## src/rtl/perf_event_counter_bank.sv

```systemverilog
// Per-channel event counters and a cycle counter with halt freeze and a registered read port.
// Optional macro PERF_SAT_EN: counters saturate at all-ones instead of wrapping.
module perf_event_counter_bank #(
   parameter int NUM_CH = 6,
   parameter int CNT_W  = 32,
   parameter int CYC_W  = 32,
   parameter int SEL_W  = 5
) (
   input  logic              i_clk,
   input  logic              i_rst,
   input  logic              i_enable,
   input  logic              i_clear,
   input  logic [NUM_CH-1:0] i_event,
   input  logic              i_halt,
   input  logic [SEL_W-1:0]  i_rd_sel,
   output logic [31:0]       o_rd_data,
   output logic              o_rd_valid,
   output logic              o_frozen,
   output logic [NUM_CH-1:0] o_overflow,
   output logic              o_cyc_overflow
);

   typedef enum logic [1:0] {
      ST_IDLE   = 2'd0,
      ST_COUNT  = 2'd1,
      ST_FROZEN = 2'd2
   } state_t;

   state_t            r_state;
   state_t            w_next_state;
   logic              w_count_en;
   logic              r_frozen;
   logic [CNT_W-1:0]  r_cnt [NUM_CH];
   logic [NUM_CH-1:0] r_ovf;
   logic [CYC_W-1:0]  r_cyc;
   logic              r_cyc_ovf;
   logic [31:0]       w_rd_mux;
   logic [31:0]       r_rd_data;
   logic              r_rd_valid;

   // Next-state decode; clear overrides halt and the frozen hold.
   always_comb begin
      w_next_state = r_state;
      w_count_en   = 1'b0;
      if (i_clear) begin
         w_next_state = i_enable ? ST_COUNT : ST_IDLE;
      end else begin
         case (r_state)
            ST_IDLE: begin
               if (i_enable) w_next_state = ST_COUNT;
               else          w_next_state = ST_IDLE;
            end
            ST_COUNT: begin
               w_count_en = 1'b1;
               if (i_halt)         w_next_state = ST_FROZEN;
               else if (!i_enable) w_next_state = ST_IDLE;
               else                w_next_state = ST_COUNT;
            end
            ST_FROZEN: w_next_state = ST_FROZEN;
            default:   w_next_state = ST_IDLE;
         endcase
      end
   end

   // State register and registered frozen flag.
   always_ff @(posedge i_clk) begin
      if (!i_rst) begin
         r_state  <= ST_IDLE;
         r_frozen <= 1'b0;
      end else begin
         r_state  <= w_next_state;
         r_frozen <= (w_next_state == ST_FROZEN);
      end
   end

   // Event channel counters with sticky overflow.
   always_ff @(posedge i_clk) begin
      if (!i_rst || i_clear) begin
         for (int k = 0; k < NUM_CH; k++) r_cnt[k] <= {CNT_W{1'b0}};
         r_ovf <= {NUM_CH{1'b0}};
      end else if (w_count_en) begin
         for (int k = 0; k < NUM_CH; k++) begin
            if (i_event[k]) begin
               if (&r_cnt[k]) begin
                  r_ovf[k] <= 1'b1;
`ifdef PERF_SAT_EN
                  r_cnt[k] <= r_cnt[k];
`else
                  r_cnt[k] <= {CNT_W{1'b0}};
`endif
               end else begin
                  r_cnt[k] <= r_cnt[k] + CNT_W'(1);
               end
            end
         end
      end
   end

   // Free-running cycle counter, active only in COUNT.
   always_ff @(posedge i_clk) begin
      if (!i_rst || i_clear) begin
         r_cyc     <= {CYC_W{1'b0}};
         r_cyc_ovf <= 1'b0;
      end else if (w_count_en) begin
         if (&r_cyc) begin
            r_cyc_ovf <= 1'b1;
`ifdef PERF_SAT_EN
            r_cyc <= r_cyc;
`else
            r_cyc <= {CYC_W{1'b0}};
`endif
         end else begin
            r_cyc <= r_cyc + CYC_W'(1);
         end
      end
   end

   // One-hot OR mux keeps out-of-range selects at zero without index-width hazards.
   always_comb begin
      w_rd_mux = 32'd0;
      for (int k = 0; k < NUM_CH; k++) begin
         w_rd_mux = w_rd_mux | ({32{i_rd_sel == SEL_W'(k)}} & 32'(r_cnt[k]));
      end
      w_rd_mux = w_rd_mux | ({32{i_rd_sel == SEL_W'(NUM_CH)}} & 32'(r_cyc));
   end

   // Registered read port, sampling pre-update counter values.
   always_ff @(posedge i_clk) begin
      if (!i_rst) begin
         r_rd_data  <= 32'd0;
         r_rd_valid <= 1'b0;
      end else begin
         r_rd_data  <= w_rd_mux;
         r_rd_valid <= 1'b1;
      end
   end

   assign o_rd_data      = r_rd_data;
   assign o_rd_valid     = r_rd_valid;
   assign o_frozen       = r_frozen;
   assign o_overflow     = r_ovf;
   assign o_cyc_overflow = r_cyc_ovf;

endmodule

```

## config.mk

```make
export PLATFORM = sky130hd
export DESIGN_NAME = perf_event_counter_bank
export DESIGN_NICKNAME = d
export VERILOG_FILES = /design/src/rtl/perf_event_counter_bank.sv
export SDC_FILE = /design/constraint.sdc
export NUM_CORES = 1
export LEC_CHECK = 0
export ABC_CLOCK_PERIOD_IN_PS = 2350
export BUFFER_PORTS_ARGS = -buffer_cell sky130_fd_sc_hd__buf_2
export CAP_MARGIN = 5
export CORE_UTILIZATION = 45
export DETAILED_ROUTE_END_ITERATION = 10
export REMOVE_ABC_BUFFERS = 1
export SYNTH_ARGS = -nofsm -noshare
export SYNTH_HDL_FRONTEND = slang
export SYNTH_SLANG_ARGS = --single-unit
export TNS_END_PERCENT = 5
```

## constraint.sdc

```tcl
create_clock -name i_clk -period 2.35 [get_ports i_clk]
set_clock_uncertainty 0.1 [all_clocks]
set_input_delay 0.705 -clock i_clk [delete_from_list [all_inputs] [get_ports i_clk]]
set_output_delay 0.705 -clock i_clk [all_outputs]
set_load 0.005 [all_outputs]
```

After elaboration in Yosys (flattened, before gate mapping):

Memory sizes are Yosys's and may differ from the RTL's.
Index checks and enable logic that the tools add are counted.

* $add $sub $neg: 7
* multipliers: 0
* div/mod/pow operators: 0
* $lt $le $gt $ge: 0
* equality and inequality tests: 9
* shifts and indexed selects: 0
* multiplexer cells: 82
* bitwise operators: 25
* reduce and logical (&&, ||, !) cells: 18

Operators with widths (number)
* 32-bit two-way mux: 13
* 32-bit by 1-bit adder with 32-bit output (second input constant): 7
* 32-bit bitwise AND: 7
* 32-bit AND reduction: 7
* 34-bit AND reduction: 6
* 32-bit OR: 6
* 1-bit two-way mux: 66
* 33-bit AND reduction: 1
* 5-bit by 3-bit == test with 1-bit output (second input constant): 3
* 1-bit OR: 12
* 5-bit by 2-bit == test with 1-bit output (second input constant): 2
* 2-bit one-hot mux with 3 select lines: 1
* 5-bit by 1-bit == test with 1-bit output (second input constant): 1
* 5-bit logical NOT: 1
* 2-bit == test (second input constant): 2
* 2-bit two-way mux: 2
* 2-bit by 1-bit == test with 1-bit output (second input constant): 1
* 2-bit logical NOT: 1
* 1-bit logical NOT: 1
* 1-bit logical OR: 1

* flip-flop bits (word level): 75
* latch bits: 0
* RAM bits: 192
* bits in read-only memories: 0
* memories: 1

Memories
* r_cnt: depth 6, width 32, rd ports 6, clocked after Yosys merged registers in 0, wr ports 6, line 33 `logic [CNT_W-1:0] r_cnt [NUM_CH];`

Logic depth before layout (Yosys ltp):

* depth after elaboration: 8
* gate-level depth with buffers: 8
* depth with buffers taken out: 6

Worst setup path after synthesis:

No wires, ideal clock.

* path kind: input-to-reg
* start point: input i_clear
* end point: memory r_cnt[0][0], enable pin
* library setup time: 389 ps
* arrival: 2035 ps
* path slack: -175 ps
* stages: 4
* path buffers: 1
* cells stage by stage: nor3b_1 -> clkbuf_1 -> nand2_1 -> nand2_1

RTL lines
* start, declared: line 12 `input logic i_clear,`
* end, declared: line 33

==> run metrics <==
outcome=finished with violations; failing checks=DRC; first-pass GRT wire length=between 60 and 70 mm; Worst setup EP type=flop; Nets=between 1,500 and 2,000; RSZ-0062 raised after global routing=no; Worst-Margin Slew=639 ps; Slew Limit Fails=0; First-pass DRT Iterations=11; Inserted Diodes=0; period utilisation layout=0.943; Period minus WS final=approximately 2200 ps; Finished Layout Cells=about 2,000; total routed wirelength=between 40 and 50 mm; Longest Clk Path Bufs=3; top cell type's share of synthesized area=0.407; Seq cells post-synth=around 270; Fin. Hold Viols=0; sequential share of the synthesized area=0.513; commonest cells after routing, fill and taps aside=nor2_1, edfxtp_1, buf_4; Cell Rows=between 60 and 70; largest net degree at the start of global routing=33; Setup WS pre-CTS=-121 ps; total clock sinks=about 270; Tot Pwr=roughly 11 mW; dominant cell type by area after synthesis=edfxtp_1; post-CTS sizing=0; number of buffers created by CTS=31; CTS tree=yes; Die ar.=32,200 um^2; CP Launch Type=flop; HPWL after detailed placement=about 31 mm; top post-synthesis cells by area=edfxtp_1, dfxtp_1, nor2_1; number of global-route vias before repair=11,000; chip height=between 150 and 200 um; WL per Instance=around 21 um; Total GRT Usage=0.261; Inst Count DP=around 1,900; kind of critical path=reg2reg; CP max stage cell=edfxtp_1; GPL Wtd Cong=roughly 0.9; 1st-iter DRT viols=around 1,200; Slew HR=0.574; worst path required time=between 2000 and 3000 ps; post-CTS setup buffers=0; setup ws final=between 100 and 150 ps; Mean Syn Cell Area=between 10 and 15 um^2; input/output buffers=56; layout cell share with drive strength beyond 1=0.185; Starting Density=0.461; LEAKAGE=5.91 nW; clock-pin slew on the worst setup and hold paths=~60 ps; maximum clock frequency=roughly 450 MHz; clock latency at the later pin of the worst-skew pair=590 ps; # DRC=4; CP cell instances=ha_1 > nand2_1 > nor3_2 > nand3_1 > o21bai_2 > buf_12 > nor2_1; Hold/Removal Path Class=in2reg; cell count after synthesis=1,399; Cell Area, Synth=about 14,000 um^2; commonest non-fill, non-tap cell in the layout=nor2_1; number of nets with antenna violations after routing=0; Vias=approximately 12,000; setup_tns=0 ps; Core ar.=between 30,000 and 40,000 um^2; H-Tree Depth=1; IO Pins=between 50 and 60; Peak VDD IR=0.583 mV; Max FO, Critical Path=27; CP max stage delay=~360 ps; critical path buffer and inverter count=1; Vias/cell=roughly 5.9; max-cap viol count=0; antenna violations before repair=1; critical path arrival=between 2000 and 2500 ps; die width=between 150 and 200 um; post-synthesis cell type count=57; Top delay family on crit path=simple AND/OR/NAND/NOR gates; synth warn=0; GRT overflow=0; CTS Root Cell=clkbuf_16; Area Overhead vs Synth=20.9%; Hold-fix buffers, CTS=0; Pwr Density=648 nW/um^2; final number of setup-violating endpoints=0
-- worst reg2reg max path, delay by kind of cell, from the launching register on --
family                     cells  cell delay [ps]
buffers and inverters          1              220
AOI/OAI and AO/OA              1              310
adders and majority gates      1              240
DFF                            1              360
and+or+nand+nor                4              740
-- metal layers --
metal	vias up	track usage	part of all wire
met5	-	0	0
met4	0	0.0962	0.036
met3	73	0.0575	0.086
met2	464	0.377	0.42
met1	5665	0.381	0.45
li1	5525	-	-
-- power breakdown --
| part | total (mW) | internal (mW) | switching (mW) | leakage, nW |
|---|---|---|---|---|
| Combinational | 0.586 | 0.249 | 0.337 | 2.63 |
| Sequential | 5.44 | 5.22 | 0.218 | 2.75 |
| Clock | 5.07 | 3.06 | 2.01 | 0.530 |
-- area by class of cell --
cell class | count | area [um^2]
clock buffer | 40 | 881
clock inverter | 18 | 190
fill | 2777 | 13600
inverter | 21 | 78.8
multi-input combinational | 1042 | 6530
sequential | 267 | 7270
tap | 396 | 495
timing repair buffer | 211 | 1680
-- cells in the mapped netlist, drive strengths merged --
cell     number
nor2        249
edfxtp      192
xor2        106
nand3        94
xnor2        87
nand2        85
dfxtp        75
nand4        70
a22oi        64
clkbuf       42
and3         36
nor3         36
a222oi       32
a31oi        32
buf          27
inv          21
and4         20
nor4         20
a21oi        16
o21ai        15
or3          15
and2         12
ha            7
nor2b         7
o21a          7
nand2b        5
mux2i         4
nand3b        3
or2           3
or4           3
o211ai        2
o21bai        2
a211o         1
a31o          1
a41o          1
and4b         1
nand4bb       1
nor3b         1
o211a         1
o22ai         1
o311ai        1
o31ai         1
-- metrics by stage --
stage / area (um^2) / utilization / hold WS, ps
floorplan: 13800 / - / 364
global placement: 16100 / 0.522 / 347
detailed placement: 16100 / 0.522 / 351
CTS: 17100 / 0.557 / 227
global route: 17100 / 0.557 / 246
finish: 17100 / 0.557 / 242
-- registers in the layout, summed over array words and instances, names as in the netlist --
signal and cells:
o_rd_valid 1, r_cyc 32, r_state 2, o_cyc_overflow 1, o_overflow 6, o_frozen 1, o_rd_data 32, r_cnt 192
-- worst paths after layout --
path	startpoint	to	slack, ps	cells after the start
max	r_cnt[3][1]	r_cnt[3][18]	130	7
min	i_enable	r_state[0]	240	2
max reg2reg	r_cnt[3][1]	r_cnt[3][18]	130	7
min reg2reg	o_overflow[2]	o_overflow[2]	370	1
-- cells by family (layout without fill, tap and decap cells) --
family	Yosys count	count (layout)	share of synthesized area
buffers and inverters	90	290	0.0285
xor gates and xnor gates	193	193	0.119
and+or+nand+nor	661	661	0.236
adders and majority gates	7	7	0.00618
muxes	4	4	0.00283
AOI/OAI and AO/OA	177	177	0.0940
DFF	267	267	0.513
Power figures use the tool's default switching activity.
